**src/rtl/coreapb3_arbiter.sv**
```systemverilog
// Two-initiator APB3 arbiter: grants one initiator per transfer, replays a clean
// setup/access sequence on the shared target and stalls the loser with PREADY low.
module coreapb3_arbiter #(
   parameter int ADDR_WIDTH = 32,
   parameter int DATA_WIDTH = 32,
   parameter int ARB_MODE   = 1,
   parameter int TIMEOUT    = 0
) (
   input  logic                  PCLK,
   input  logic                  PRESET,

   input  logic                  APBI0_PSEL,
   input  logic                  APBI0_PWRITE,
   input  logic                  APBI0_PENABLE,
   input  logic [ADDR_WIDTH-1:0] APBI0_PADDR,
   input  logic [DATA_WIDTH-1:0] APBI0_PWDATA,
   output logic                  APBI0_PREADY,
   output logic                  APBI0_PSLVERR,
   output logic [DATA_WIDTH-1:0] APBI0_PRDATA,

   input  logic                  APBI1_PSEL,
   input  logic                  APBI1_PWRITE,
   input  logic                  APBI1_PENABLE,
   input  logic [ADDR_WIDTH-1:0] APBI1_PADDR,
   input  logic [DATA_WIDTH-1:0] APBI1_PWDATA,
   output logic                  APBI1_PREADY,
   output logic                  APBI1_PSLVERR,
   output logic [DATA_WIDTH-1:0] APBI1_PRDATA,

   output logic                  APBT_PSEL,
   output logic                  APBT_PWRITE,
   output logic                  APBT_PENABLE,
   output logic [ADDR_WIDTH-1:0] APBT_PADDR,
   output logic [DATA_WIDTH-1:0] APBT_PWDATA,
   input  logic                  APBT_PREADY,
   input  logic                  APBT_PSLVERR,
   input  logic [DATA_WIDTH-1:0] APBT_PRDATA,

   output logic [1:0]            ARB_GNT,
   output logic                  ARB_TIMEOUT
);

   typedef enum logic [1:0] {
      IDLE   = 2'd0,
      SETUP  = 2'd1,
      ACCESS = 2'd2
   } state_t;

   localparam logic [15:0] WDOG_LAST = (TIMEOUT == 0) ? 16'd0 : 16'(TIMEOUT - 1);

   state_t      state;
   logic        gnt;
   logic        last;
   logic [15:0] wcnt;

   logic        req0;
   logic        req1;
   logic        in_access;
   logic        wdog_fire;
   logic        done;
   logic        sel1;
   logic        unused_penable;

   // PSEL alone is the request so an initiator stalled in its access phase still counts.
   assign req0           = APBI0_PSEL;
   assign req1           = APBI1_PSEL;
   assign unused_penable = APBI0_PENABLE ^ APBI1_PENABLE;

   assign in_access = (state == ACCESS);
   assign wdog_fire = (TIMEOUT != 0) && in_access && !APBT_PREADY && (wcnt == WDOG_LAST);
   assign done      = in_access && (APBT_PREADY || wdog_fire);

   // NOTE: sequential state uses non-blocking assignments so every register samples
   // the pre-edge values regardless of statement order.
   always_ff @(posedge PCLK) begin
      if (PRESET) begin
         state <= IDLE;
         gnt   <= 1'b0;
         last  <= 1'b1;
         wcnt  <= 16'd0;
      end else begin
         case (state)
            IDLE: begin
               if (req0 || req1) begin
                  state <= SETUP;
                  if (req0 && req1) gnt <= (ARB_MODE == 0) ? 1'b0 : ~last;
                  else              gnt <= req1;
               end
            end
            SETUP: begin
               wcnt  <= 16'd0;
               state <= ACCESS;
            end
            ACCESS: begin
               if (done) begin
                  last  <= gnt;
                  state <= IDLE;
               end else begin
                  wcnt <= wcnt + 16'd1;
               end
            end
            default: state <= IDLE;
         endcase
      end
   end

   // Target-side address/data follow the grant; IDLE parks the mux on I0.
   assign sel1         = (state != IDLE) && gnt;
   assign APBT_PSEL    = (state != IDLE);
   assign APBT_PENABLE = in_access;
   assign APBT_PWRITE  = sel1 ? APBI1_PWRITE : APBI0_PWRITE;
   assign APBT_PADDR   = sel1 ? APBI1_PADDR  : APBI0_PADDR;
   assign APBT_PWDATA  = sel1 ? APBI1_PWDATA : APBI0_PWDATA;

   assign ARB_GNT     = (state == IDLE) ? 2'b00 : (gnt ? 2'b10 : 2'b01);
   assign ARB_TIMEOUT = wdog_fire;

   // NOTE: every output gets a default before the conditional paths, which keeps
   // this block purely combinational with no inferred latches.
   always_comb begin
      APBI0_PREADY  = 1'b0;
      APBI0_PSLVERR = 1'b0;
      APBI0_PRDATA  = '0;
      APBI1_PREADY  = 1'b0;
      APBI1_PSLVERR = 1'b0;
      APBI1_PRDATA  = '0;
      if (in_access) begin
         if (!gnt) begin
            APBI0_PREADY  = done;
            APBI0_PSLVERR = APBT_PSLVERR || wdog_fire;
            APBI0_PRDATA  = wdog_fire ? '0 : APBT_PRDATA;
         end else begin
            APBI1_PREADY  = done;
            APBI1_PSLVERR = APBT_PSLVERR || wdog_fire;
            APBI1_PRDATA  = wdog_fire ? '0 : APBT_PRDATA;
         end
      end
   end

endmodule
```
**config.mk**
```make
export PLATFORM = sky130hd
export DESIGN_NAME = coreapb3_arbiter
export DESIGN_NICKNAME = d
export VERILOG_FILES = /design/src/rtl/coreapb3_arbiter.sv
export SDC_FILE = /design/constraint.sdc
export NUM_CORES = 1
export LEC_CHECK = 0
export ABC_AREA = 1
export CAP_MARGIN = 20
export CELL_PAD_IN_SITES_DETAIL_PLACEMENT = 1
export CELL_PAD_IN_SITES_GLOBAL_PLACEMENT = 1
export CORE_AREA = 8 8 133 135
export CTS_CLUSTER_SIZE = 40
export DETAILED_ROUTE_END_ITERATION = 10
export DIE_AREA = 0 0 141 143
export GPL_ROUTABILITY_DRIVEN = 0
export PLACE_DENSITY = 0.94
export SLEW_MARGIN = 20
export SYNTH_ARGS = -nofsm -noshare
export SYNTH_HDL_FRONTEND = slang
export SYNTH_SLANG_ARGS = --single-unit
export TNS_END_PERCENT = 30
```
**constraint.sdc**
```tcl
create_clock -name PCLK -period 2.6 [get_ports PCLK]
set_input_delay 0.39 -clock PCLK [delete_from_list [all_inputs] [get_ports PCLK]]
set_output_delay 0.39 -clock PCLK [all_outputs]
set_load 0.005 [all_outputs]
```
# Word level (Yosys, flattened, before mapping)
# Index checks and enable logic that the tools add are counted.
[classes]
n_eq_ne = 4
mux = 21
n_reduce_logical = 9
bitwise_logic = 1
[ops]
columns = ["op", "n"]
rows = [
  ["$mux 32", 6],
  ["$mux 1", 10],
  ["$mux 2", 4],
  ["$pmux 2 s3", 1],
  ["$reduce_and 2->1", 3],
  ["$logic_and 1x1->1", 3],
  ["$eq 2x1->1 const B", 1],
  ["$eq 2x2->1 const B", 1],
  ["$logic_not 2->1", 1],
  ["$ne 2x1->1 const B", 1],
  ["$ne 2x2->1 const B", 1],
  ["$reduce_bool 2->1", 1],
  ["$logic_or 1x1->1", 1],
  ["$not 1->1", 1],
]
[totals]
regBits = 4
in_bits = 170
word_cells = 38
out_inout_bits = 138

# Depth between registers and ports, before layout
[depth]
ltp_word = 4
mapped_depth = 8
depth_no_buf = 6

# Worst setup path before layout
# OpenSTA, ideal clock, no wires.
[synth_timing]
path_type = "register to output"
from = "register state[0]"
to = "output port APBT_PADDR[22]"
setup_slack_ns = 1.192
required_time_ns = 2.210
arrival_ns = 1.018
n_path_buf = 2
path_stages_with_launch = 8
path_cell_list = "dfxtp_1 -> nor2_4 -> inv_4 -> nand2_4 -> buf_6 -> buf_2 -> nand2_1 -> nand2_1"
[synth_between]
elab_chain_len = 3
[synth_rtl]
columns = ["element", "line", "text"]
rows = [
  ["from (decl)", "51", "state_t state;"],
  ["from (signal assigned)", "77", "state <= IDLE;"],
  ["from (signal assigned)", "85", "state <= SETUP;"],
  ["from (signal assigned)", "92", "state <= ACCESS;"],
  ["$reduce_bool 2->1", "--", ""],
  ["via APBT_PSEL", "30", "output logic APBT_PSEL,"],
  ["$logic_and 1x1->1", "108", "assign sel1 = (state != IDLE) && gnt;"],
  ["$mux 32", "112", "assign APBT_PADDR = sel1 ? APBI1_PADDR : APBI0_PADDR;"],
  ["to (decl)", "33", "output logic [ADDR_WIDTH-1:0] APBT_PADDR,"],
]
# The timed path passes the listed nets, and every way through them passes these cells.

# Worst setup path in the final report
[layout_timing]
from = "register state[0]"
to = "output port APBT_PADDR[24]"
[layout_between]
elab_chain_len = 3
[layout_rtl]
columns = ["element", "line"]
rows = [
  ["$reduce_bool 2->1", "108"],
  ["$logic_and 1x1->1", "108"],
  ["$mux 32", "112"],
]
# Every way passes these cells.

==> summary.md <==
| Metric | Value |
|---|---|
| DR iter-0 viols | 84 |
| Yosys cell types | 18 |
| Syn nets | about 520 |
| Antenna-violating nets left | 0 |
| Drt via density | 3.68 |
| R2R setup slack | 1670 ps |
| CP max-delay cell | clkdlybuf4s50_1 |
| Power per Cell Area | 218 mW/mm^2 |
| Worst-path fanout max | 56 |
| Largest area contributor in the netlist | nand2_1 |
| Crit-path cells | nor2_4 > inv_4 > nand2_4 > inv_2 > buf_12 > nand2_1 > nand2_1 > clkdlybuf4s50_1 |
| Share of layout cells above drive strength 1 | 3.89% |
| Max Clk Rate | 426 MHz |
| Worst EP arrival | about 2000 ps |
| Critical path depth | 8 |
| Worst-Skew Late Latency | 220 ps |
| Core ar. | between 0.015 and 0.02 mm^2 |
| Vias in the first global route | 3314 |
| Cells on worst reg2reg path | 5 |
| Pint | roughly 0.00075 W |
| First-pass DRT Iterations | 4 |
| Post-DP HPWL | 11200 um |
| CTS tree | built |
| Most frequent cells after synthesis | nand2_1 (193), nor2_1 (71), inv_1 (39), buf_2 (12), nand2_2 (10) |
| Combinational Power Share | 70.1% |
| CTS buffer count | 3 |
| Chip height | 143 um |
| Async SR Flop Fraction | 0% |
| Area delta synth->final | 218% |
| EDFF count, synth | 0 |
| Initial antenna violation count | 0 |
| Crit path largest cell delay | around 500 ps |
| Static leakage | 2.24 nW |
| Max Root-Sink Buffers | 2 |
| Crit path buf inv count | 4 |
| Cell Area, Synth | 0.00151 mm^2 |
| Peak supply drop | 0.203 mV |
| H-tree depth | 1 |
| WHS Endpoint | last |
| Final Critical Period | 2350 ps |
| Worst Skew | 1.05 ps |
| Clock network power share | 22.8% |
| RSZ-0062 raised after global routing | no |
| Sw frac | 28.9% |
| Synth warn | 0 |
| Max cap viols | 0 |
| Die width | 141 um |
| Cell with the most instances after synthesis | nand2_1 |
| Syn Area/Cell | 4.34 um^2 |
| Cell mode on critical path | nand2_1 |
| Register area | 80.1 um^2 |
| Placed cells | 855 |
| Syn Inst Count | around 350 |
| GR Overflow Total | 0 |
| Register area share after synthesis | roughly 5.3% |
| Clock Pin Slew Worst Setup and Hold Paths | approximately 30 ps |
| Finished Layout Cells | 858 |
| Final Hold Vio Count | 0 |
| WP data required | around 2200 ps |
| Worst Hold Path Cells | 2 |
| Reg2reg end | last |
| Min-delay worst type | reg2reg |
| Sequential share of power | between 7 and 8% |
| Filler cells | 1973 |
| CTS root buffer | clkbuf_16 |
| Tcrit/Tclk final | 90.4% |
| CTS Hold Buffers Added | 0 |
| Setup crit end kind | primary output |
| Largest net degree at the start of global routing | 57 |
| Fin. max-slew vios | 0 |
| I/O Buffers | 304 |
| CTS sink cnt | 4 |
| First-pass GRT wire length | between 15000 and 20000 um |
| R2R Path Start | state[1] |
| Multi-input logic area | 0.00112 mm^2 |
| Switching power | 0.000303 W |
| Total track usage | 11.3% |
| Setup TNS | 0 ps |
| DR vias | roughly 3200 |
| Outcome | complete, no violations |
| Largest delay share family, worst path | buffers and inverters |
| Setup crit start kind | flip-flop |
| Initial Util | about 9.7% |
| Final nets | ~810 |
| Share of the synthesized area in the top cell type | a little under half |
| Prevailing post-synth register cell | dfxtp_1 |
| Wire per inst | about 15 um |
| Final wirelength | 12500 um |
| Hold Crit Start | last |
| Number of diodes | 0 |
| Post_cts resized | 0 |
| Setup CP Type | reg2out |
| Synth area leaders | nand2_1 (48%), nor2_1 (18%), inv_1 (9.7%) |
| Number of setup buffers added after CTS | 0 |
| Die area | 0.0202 mm^2 |
| DRC | 0 |
| Io pins | ~310 |
| FP Rows | 46 |
| #FFs+latches synth | 4 |
| Final setup vio count | 0 |
-- metrics by stage --
stage	hold WS [ps]	utilization [%]	total power, W	setup WS, ps	cell area [um^2]
detailed placement	513	30.4	0.000822	471	4750
global placement	471	30.4	0.000805	511	4750
CTS	520	30.9	0.00107	224	4820
finish	511	30.9	0.00105	251	4820
floorplan	440	-	0.000273	1190	1510
global route	566	30.9	0.00113	148	4820
-- cell families (layout without fill, tap and decap cells) --
kind of cell | Yosys count | count (layout) | synth area share, %
AO/OA/AOI/OAI | 1 | 1 | 0.330
buffers and inverters | 62 | 355 | 20.8
other | 1 | 1 | 0.248
flip-flops | 4 | 4 | 5.29
AND/OR/NAND/NOR | 281 | 281 | 73.3
-- cell type report --
| cell class | instances | area share, % |
|---|---|---|
| multi-input combinational | 283 | 23.2 |
| timing repair buffer | 311 | 64.7 |
| tap | 216 | 5.61 |
| inverter | 41 | 3.24 |
| sequential | 4 | 1.66 |
| clock buffer | 3 | 1.56 |
-- sequential cells by signal (all words and copies together) (netlist names) --
register	count
last	1
gnt	1
state	2
-- metal layers --
metal  vias to the layer above  wire, um  global-route usage [%]
li1                       1574         -                       -
met1                      1413      4570                    11.3
met2                       163      6780                    22.7
met3                         4      1140                    3.67
met4                         0        44                    1.47
met5                         -         0                       0
-- worst max path at each step --
stage             start              to  slack (ps)
5_1_grt        state[0]  APBT_PADDR[27]         150
3_3_place_gp   state[0]   APBT_PADDR[2]         510
2_1_floorplan  state[0]  APBT_PADDR[22]        1190
6_report       state[0]  APBT_PADDR[24]         250
4_1_cts        state[0]   APBT_PADDR[2]         220
3_5_place_dp   state[0]   APBT_PADDR[2]         470
-- placed cells by master (no fill, tap or decap), types with 2 or more instances in the layout --
| cell | netlist | layout |
|---|---|---|
| clkdlybuf4s50_1 | 0 | 304 |
| nand2_1 | 193 | 193 |
| nor2_1 | 71 | 71 |
| inv_1 | 39 | 39 |
| nand2_2 | 10 | 10 |
| buf_4 | 3 | 5 |
| dfxtp_1 | 4 | 4 |
| clkbuf_16 | 0 | 3 |
| nor2_4 | 2 | 2 |
| nand3_1 | 2 | 2 |
| buf_12 | 1 | 2 |
-- worst register-to-register path, delay by kind of cell (launching register included) --
kind / cells / cell delay, ps
simple gates: 4 / 350
flops: 1 / 360
buf+inv: 1 / 100
-- power groups by stage --
stage	registers, W	clock network (W)	logic, W
4_1_cts	0.0000752	0.000243	0.000750
6_report	0.0000751	0.000239	0.000735
3_3_place_gp	0.0000754	0	0.000729
3_5_place_dp	0.0000760	0	0.000747
5_1_grt	0.0000759	0.000253	0.000796
2_1_floorplan	0.0000745	0	0.000199
No activity file was read; power rests on OpenSTA's default activity.
